$ cat src/rtl/gsim_pe_pipe.sv
// Gauss-Seidel stencil PE: out = floor((b + (in_1+in_2) - 6*(in_3+in_4) + 13*(in_5+in_6)) / 20)
// Four-stage valid/ready pipeline with a global stall, carried tag, and optional saturation.
module gsim_pe_pipe #(
  parameter int DATA_W = 32,
  parameter int FRAC   = 16,
  parameter int B_W    = 16,
  parameter int TAG_W  = 8,
  parameter bit SAT    = 1'b1
) (
  input  logic                     clk,
  input  logic                     reset,
  input  logic                     in_valid,
  output logic                     in_ready,
  input  logic signed [DATA_W-1:0] in_1,
  input  logic signed [DATA_W-1:0] in_2,
  input  logic signed [DATA_W-1:0] in_3,
  input  logic signed [DATA_W-1:0] in_4,
  input  logic signed [DATA_W-1:0] in_5,
  input  logic signed [DATA_W-1:0] in_6,
  input  logic signed [B_W-1:0]    b,
  input  logic [TAG_W-1:0]         in_tag,
  output logic                     out_valid,
  input  logic                     out_ready,
  output logic signed [DATA_W-1:0] out,
  output logic [TAG_W-1:0]         out_tag,
  output logic                     ovf,
  input  logic                     clr_ovf
);

  localparam int P_W   = DATA_W + 1;
  localparam int BA_W  = B_W + FRAC;
  localparam int M6_W  = DATA_W + 4;
  localparam int M13_W = DATA_W + 5;
  // Wide enough for the stencil sum and for a large aligned bias.
  localparam int T_W   = (DATA_W + 6 > BA_W + 2) ? DATA_W + 6 : BA_W + 2;
  localparam logic signed [T_W-1:0] DIV   = T_W'(20);
  localparam logic signed [T_W-1:0] ONE   = T_W'(1);
  localparam logic signed [T_W-1:0] Q_MAX = {{(T_W-DATA_W+1){1'b0}}, {(DATA_W-1){1'b1}}};
  localparam logic signed [T_W-1:0] Q_MIN = {{(T_W-DATA_W+1){1'b1}}, {(DATA_W-1){1'b0}}};

  logic adv;

  logic                     s1_v_q, s2_v_q, s3_v_q, out_valid_q, ovf_q;
  logic [TAG_W-1:0]         s1_tag_q, s2_tag_q, s3_tag_q, out_tag_q;
  logic signed [P_W-1:0]    s1_p12_q, s1_p34_q, s1_p56_q, s2_p12_q;
  logic signed [BA_W-1:0]   s1_b_q, s2_b_q;
  logic signed [M6_W-1:0]   s2_m6_q;
  logic signed [M13_W-1:0]  s2_m13_q;
  logic signed [T_W-1:0]    s3_sum_q;
  logic signed [DATA_W-1:0] out_q;

  logic signed [P_W-1:0]    p12_d, p34_d, p56_d;
  logic signed [BA_W-1:0]   b_d;
  logic signed [M6_W-1:0]   p34_x, m6_d;
  logic signed [M13_W-1:0]  p56_x, m13_d;
  logic signed [T_W-1:0]    sum_d, quot, rem, q_fl;
  logic                     q_hi, q_lo, ovf_d;
  logic signed [DATA_W-1:0] res_d;

  // The whole pipe freezes while a result waits on the output.
  assign adv      = !(out_valid_q && !out_ready);
  assign in_ready = adv;

  assign p12_d = {in_1[DATA_W-1], in_1} + {in_2[DATA_W-1], in_2};
  assign p34_d = {in_3[DATA_W-1], in_3} + {in_4[DATA_W-1], in_4};
  assign p56_d = {in_5[DATA_W-1], in_5} + {in_6[DATA_W-1], in_6};
  assign b_d   = {b, {FRAC{1'b0}}};

  assign p34_x = {{3{s1_p34_q[P_W-1]}}, s1_p34_q};
  assign p56_x = {{4{s1_p56_q[P_W-1]}}, s1_p56_q};
  assign m6_d  = (p34_x <<< 2) + (p34_x <<< 1);
  assign m13_d = (p56_x <<< 3) + (p56_x <<< 2) + p56_x;

  assign sum_d = {{(T_W-BA_W){s2_b_q[BA_W-1]}}, s2_b_q}
               + {{(T_W-P_W){s2_p12_q[P_W-1]}}, s2_p12_q}
               - {{(T_W-M6_W){s2_m6_q[M6_W-1]}}, s2_m6_q}
               + {{(T_W-M13_W){s2_m13_q[M13_W-1]}}, s2_m13_q};

  // Signed division truncates toward zero; step down one for negative inexact quotients.
  assign quot = s3_sum_q / DIV;
  assign rem  = s3_sum_q % DIV;
  assign q_fl = (rem != '0 && s3_sum_q[T_W-1]) ? quot - ONE : quot;
  assign q_hi = q_fl > Q_MAX;
  assign q_lo = q_fl < Q_MIN;

  generate
    if (SAT) begin : g_sat
      assign res_d = q_hi ? Q_MAX[DATA_W-1:0] : (q_lo ? Q_MIN[DATA_W-1:0] : q_fl[DATA_W-1:0]);
    end else begin : g_wrap
      assign res_d = q_fl[DATA_W-1:0];
    end
  endgenerate

  assign ovf_d = (ovf_q && !clr_ovf) || (adv && s3_v_q && (q_hi || q_lo));

  always_ff @(posedge clk or negedge reset) begin
    if (!reset) begin
      s1_v_q      <= 1'b0;
      s2_v_q      <= 1'b0;
      s3_v_q      <= 1'b0;
      out_valid_q <= 1'b0;
      ovf_q       <= 1'b0;
      s1_tag_q    <= '0;
      s2_tag_q    <= '0;
      s3_tag_q    <= '0;
      out_tag_q   <= '0;
      s1_p12_q    <= '0;
      s1_p34_q    <= '0;
      s1_p56_q    <= '0;
      s1_b_q      <= '0;
      s2_p12_q    <= '0;
      s2_b_q      <= '0;
      s2_m6_q     <= '0;
      s2_m13_q    <= '0;
      s3_sum_q    <= '0;
      out_q       <= '0;
    end else begin
      if (adv) begin
        s1_v_q      <= in_valid;
        s1_tag_q    <= in_tag;
        s1_p12_q    <= p12_d;
        s1_p34_q    <= p34_d;
        s1_p56_q    <= p56_d;
        s1_b_q      <= b_d;
        s2_v_q      <= s1_v_q;
        s2_tag_q    <= s1_tag_q;
        s2_p12_q    <= s1_p12_q;
        s2_b_q      <= s1_b_q;
        s2_m6_q     <= m6_d;
        s2_m13_q    <= m13_d;
        s3_v_q      <= s2_v_q;
        s3_tag_q    <= s2_tag_q;
        s3_sum_q    <= sum_d;
        out_valid_q <= s3_v_q;
        out_tag_q   <= s3_tag_q;
        out_q       <= res_d;
      end
      ovf_q <= ovf_d;
    end
  end

  assign out_valid = out_valid_q;
  assign out       = out_q;
  assign out_tag   = out_tag_q;
  assign ovf       = ovf_q;

endmodule

$ cat config.mk
export PLATFORM = sky130hd
export DESIGN_NAME = gsim_pe_pipe
export DESIGN_NICKNAME = d
export VERILOG_FILES = /design/src/rtl/gsim_pe_pipe.sv
export SDC_FILE = /design/constraint.sdc
export NUM_CORES = 1
export LEC_CHECK = 0
export ABC_AREA = 1
export CAP_MARGIN = 0
export CORE_ASPECT_RATIO = 1.4
export CORE_MARGIN = 8
export CORE_UTILIZATION = 45
export DETAILED_ROUTE_END_ITERATION = 7
export DONT_BUFFER_PORTS = 1
export MAX_ROUTING_LAYER = met4
export PLACE_DENSITY_LB_ADDON = 0.3
export SLEW_MARGIN = 20
export SYNTH_ARGS = -nofsm -noshare
export SYNTH_HDL_FRONTEND = slang
export SYNTH_SLANG_ARGS = --single-unit
export TNS_END_PERCENT = 5
$ cat constraint.sdc
create_clock -name clk -period 15.9 [get_ports clk]
set_clock_uncertainty 0.1 [all_clocks]
set_input_delay 1.59 -clock clk [delete_from_list [all_inputs] [get_ports clk]]
set_output_delay 1.59 -clock clk [all_outputs]
set_load 0.05 [all_outputs]
==> results of run 1 <==
sequential cells by signal (all words and copies together), names as in the netlist:
name / flops
out: 32
out_tag: 8
out_valid: 1
ovf: 1
s1_b_q: 16
s1_p12_q: 33
s1_p34_q: 33
s1_p56_q: 33
s1_tag_q: 8
s1_v_q: 1
s2_b_q: 16
s2_m13_q: 37
s2_m6_q: 35
s2_p12_q: 33
s2_tag_q: 8
s2_v_q: 1
s3_sum_q: 38
s3_tag_q: 8
s3_v_q: 1
worst reg2reg max path, delay by kind of cell, from the launching register on:
family | cells | cell delay [ns]
flip-flops | 1 | 0.38
AND/OR/NAND/NOR | 136 | 12.25
buffers and inverters | 16 | 1.69
XOR/XNOR | 1 | 0.19
AO/OA/AOI/OAI | 4 | 0.66
adder cells (fa/ha/maj) | 2 | 0.30
synth_stat cells (all sizes together) (3+ instances only):
cell type and instances:
nand2 1060, inv 534, o21ai 366, dfrtp 343, a21oi 296, nor2 270, nand3 256, ha 215
xor2 147, fa 93, clkbuf 75, xnor2 39, nor3 35, nand4 33, o21bai 26, a31oi 21
clkinv 16, or2 16, o31ai 15, buf 12, o22ai 9, and2 7, a21o 6, nand3b 6
bufinv 4, nor4 4, o21a 3
routing by layer:
metal | track usage (%) | vias to the layer above
met4 | 6.52 | 0
met1 | 23.6 | 11800
li1 | - | 13000
met5 | - | -
met2 | 37.3 | 427
met3 | 2.32 | 159
timing repair:
item / CTS / global route
gates cloned: 0 / 2
hold buffers: 0 / 0
setup buffers: 0 / 56
pin swaps: 0 / 135
resized for setup: 15 / 277
endpoints found under the setup margin: 32 / 33
path summary, 6_finish.rpt:
path	startpoint	endpoint	slack (ns)	depth (start not counted)
max	s3_sum_q[0]	out[26]	0.29	159
min	s1_tag_q[2]	s2_tag_q[2]	0.36	2
max reg2reg	s3_sum_q[0]	out[26]	0.29	159
min reg2reg	s1_tag_q[2]	s2_tag_q[2]	0.36	2
max in group asynchronous	reset	s1_p34_q[32]	14.15	0
min in group asynchronous	reset	out[1]	0.68	0
logic make-up (layout without fill, tap and decap cells):
family,count (synthesis),in the layout,share of synthesized area [%]
other cells,0,1,0
fa+ha+maj,308,308,15.4
buf+inv,642,830,9.12
compound gates,755,755,14.0
simple gates,1689,1689,26.8
flops,343,343,29.0
xor+xnor,187,187,5.67
metrics by stage:
stage	std cells	setup TNS (ns)	area, um2	setup WS, ns
after floorplan	3924	0	29600	1.42
after global placement	4833	0	31300	0.243
after detailed placement	4833	-3.49	31300	-0.183
after CTS	4902	0	32700	0.0394
after global routing	4960	-28.34	34300	-0.911
final	4960	0	34300	0.295
final cells by class:
type                       instances  area share [%]
antenna                            1         0.00730
inverter                         554            6.51
clock buffer                      52            3.13
sequential                       343            25.1
clock inverter                    17           0.679
timing repair buffer             207            4.83
multi-input combinational       2939            56.7
tap                              847            3.09
==> results.cfg, run 1 <==
[route]
num_vias = 25400
detail_route.wl_per_cell_um = 15.6
routed.top_layer = met4
wl_met3_um = 2370
drt_iter0_drc = 1110
first_pass_iters = 5
routed_wl_um = 77100
wl_met1_um = 31900
vias_per_cell = 5.12
dr_wl_met2_um = 40300
drc = 0
drtAntennaViolNets = 0

[cells_and_area]
num-nets-final = 4612
fill_cells = 6372
final_cell_mix = nand2_1 (794), inv_1 (482), o21ai_0 (340)
final_common_cell = nand2_1
drive_gt1_share_pct = 19.8
multi_input_area_um2 = 19400
seq_area_um2 = 8590
syn2layout_area_growth_pct = 15.9
final_core_util_pct = 52.5

[placed_design]
post-dp-hpwl_um = 60000
place_congestion = 0.933
io_buffers = 0

[worst_setup_path]
slowest_delay_ns = 0.38
worstSetupPathType = reg -> reg
crit_path_end_kind = flip-flop
required_ns = 16.24
crit_family = simple AND/OR/NAND/NOR gates
crit_buf_inv = 16
crit_slowest_cell = dfrtp_1
critPathArrivalTime_ns = 15.94
crit_path_max_fanout = 7
crit_top_cell = nand2_4
cp-start-kind = flip-flop

[grt]
grt_max_degree = 344
grt.total_usage_pct = 20.7
grt_pass1_vias = 25300
grt_pass1_wl_um = 124000
grt-ovfl-total = 0
antenna_found_initial = 5

[logic_synthesis]
ys_warn_count = 0
syn_inst = 3924
syn_area_um2 = 29600
ys_ff_latch = 343
synth.distinct_cells = 69
synth-seq-area-share_pct = 29.0
synth_top_area_share_pct = 29.0
synth_nets = 4453
synth-main-ff-cell = dfrtp_1
ys_async_sr_fraction_pct = 100
synthTopCellsByArea = dfrtp_1 (29%), nand2_1 (11%), ha_1 (9.1%)
avgSynthCellArea_um2 = 7.53
yosysTopAreaCell = dfrtp_1
synth-edff-count = 0

[die]
boundaryPins = 264
num_rows = 111
die_width_um = 233
initial_utilization_pct = 45.3
dieHeight_um = 319
fp.dieArea_um2 = 74300
fp.coreArea_um2 = 65300

[timing]
clock.fmax_mhz = 64.1
rsz0062_at_grt = true
worst_slew_margin_rel_pct = 24.7
setup_viol = 0
hold_viol = 0
worst_pin_slew_ns = 1.13
post-route-min-period_ns = 15.61
whs_ns = 0.363
report.final.slew_viol_count = 0
period_share_pct = 98.1

[clock_tree]
clock_sinks = 343
clockRootBuffer = clkbuf_16
cts_tree = done
clockBufferDepth = 3
numCtsBuffers = 38
clk_pin_slew_worst_paths_ns = 0.06
cts_max_level = 2
worstSkewPairLatency_ns = 0.56

[run]
max_cap_viol_count = 0

[worst_hold_path]
hold_path.class = reg -> reg

[outcome]
status = finished clean
Power of run 1 is left out: the tool's default activity adds up to more than one toggle a clock period on the data nets, which glitch-free logic cannot reach.
==> run 2: changes to the inputs <==
==> constraint.sdc (replaced) <==
create_clock -name clk -period 13.8 [get_ports clk]
set_clock_uncertainty 0.1 [all_clocks]
set_input_delay 1.38 -clock clk [delete_from_list [all_inputs] [get_ports clk]]
set_output_delay 1.38 -clock clk [all_outputs]
set_load 0.05 [all_outputs]
==> results.cfg, run 2 (synthesis gave the netlist of run 1 again) <==
[placed_design]
place_congestion = 0.983
post-dp-hpwl_um = 58800
place_inst = 4986
io_buffers = 0

[cells_and_area]
largest_register_ffs = 38
num-nets-final = 4785
drive_gt1_share_pct = 23.7
reg_top3 = s3_sum_q x38, s2_m13_q x37, s2_m6_q x35
final_cell_mix = nand2_1 (784), inv_1 (479), buf_4 (362)
largest_register = s3_sum_q
fill_cells = 6133
stdcell_count = 5131
final_core_util_pct = 55.1
final_common_cell = nand2_1
syn2layout_area_growth_pct = 21.6

[worst_setup_path]
crit_top_cell = nand2_4
r2r-start = s3_sum_q[0]
r2r-end = out[6]
reg2reg_depth = 176
crit_slowest_cell = dfrtp_1
critPathArrivalTime_ns = 15.91
crit_buf_inv = 32
crit_path_max_fanout = 8
crit_family = simple AND/OR/NAND/NOR gates
cp-start-kind = flip-flop
required_ns = 14.16
ff2ff_setup_slack_ns = -1.76
worstSetupPathType = reg -> reg
slowest_delay_ns = 0.38
crit_path_end_kind = flip-flop

[timing]
report.final.slew_viol_count = 0
hold_viol = 0
worst_pin_slew_ns = 1.04
post-route-min-period_ns = 15.56
worst_slew_margin_rel_pct = 30.6
period_share_pct = 113
clock.fmax_mhz = 64.3
setup_viol = 33
setup_slack_ns = -1.76
rsz0062_at_grt = true

[grt]
grt_pass1_vias = 26000
grt-ovfl-total = 0
antenna_found_initial = 3
grt_max_degree = 344
grt_pass1_wl_um = 125000
grt.total_usage_pct = 20.8

[die]
boundaryPins = 264
num_rows = 111
initial_utilization_pct = 45.3
fp.dieArea_um2 = 74300
fp.coreArea_um2 = 65300
dieHeight_um = 319
die_width_um = 233

[run]
max_cap_viol_count = 0

[worst_hold_path]
hold_start = s2_tag_q[6]
hold_path.class = reg -> reg
whs_path_depth = 2
whs_endpoint = s3_tag_q[6]

[clock_tree]
clockBufferDepth = 3
clock_sinks = 343
worstSkewPairLatency_ns = 0.58
cts_tree = done
clk_pin_slew_worst_paths_ns = 0.06
cts_max_level = 2
numCtsBuffers = 38
clockRootBuffer = clkbuf_16
cts_hold_buf = 0

[route]
drt_iter0_drc = 1055
first_pass_iters = 7
detail_route.wl_per_cell_um = 15.2
num_vias = 25900
vias_per_cell = 5.05
drtAntennaViolNets = 0
routed_wl_um = 78000
drc = 0

[outcome]
violations = negative setup slack
status = finished with violations
## run 2: changes by cell type in the layout (fill, tap and decap cells not counted), moves of 5 or more
cell and delta:
nand2_1 -10, nand2_4 +11, nand3_1 -10, a21oi_2 -5
buf_4 +165, nand3_4 +6
## run 2: final cells by class
type	instances	area, um2	share of cell area (%)
timing repair buffer	380	3070	8.55
clock buffer	50	1060	2.94
multi-input combinational	2939	19700	54.8
tap	847	1060	2.95
clock inverter	16	206	0.574
sequential	343	8590	23.9
antenna	2	5.00	0.0139
inverter	554	2240	6.24
## run 2: worst max path at each step
stage	to	start	cells after the start	slack [ns]
final	out[6]	s3_sum_q[0]	176	-1.76
after global placement	out[0]	s3_sum_q[5]	154	-1.29
after detailed placement	out[0]	s3_sum_q[5]	149	-1.80
after global routing	out[17]	s3_sum_q[0]	174	-2.88
after floorplan	out[20]	s3_sum_q[0]	166	-0.63
after CTS	out[5]	s3_sum_q[0]	175	-1.26
## run 2: what timing repair did
item                                    CTS  global route
gates resized for setup                 120           238
pin swaps                                72           164
buffers inserted                         31            41
endpoints found under the setup margin   33            33
cloned                                    2             1
## run 2: layer usage
layer / vias up / wire, um / track usage [%]
li1: 13400 / - / -
met1: 12000 / 32200 / 23.5
met2: 396 / 40800 / 37.6
met3: 143 / 2410 / 2.43
met4: 0 / 2560 / 6.86
met5: - / 0 / -
## run 2: metrics by stage
step                hold WS (ns)  TNS [ns]  setup WS [ns]  instance area, um2
finish                     0.370    -56.71          -1.76               35900
floorplan                  0.332    -19.74         -0.630               29600
global placement           0.349    -41.56          -1.29               32500
global route               0.374    -93.70          -2.88               35900
CTS                        0.371    -40.79          -1.26               34500
detailed placement         0.356    -58.09          -1.80               32500
## run 2: worst reg2reg max path: cells and delay by family, from the launching register on
kind	cells	cell delay [ns]
flip-flops	1	0.38
AND/OR/NAND/NOR	136	11.23
XOR/XNOR	1	0.17
buffers and inverters	32	2.33
AO/OA/AOI/OAI	5	0.95
adder cells (fa/ha/maj)	2	0.31
Power of run 2 is left out for the same reason.
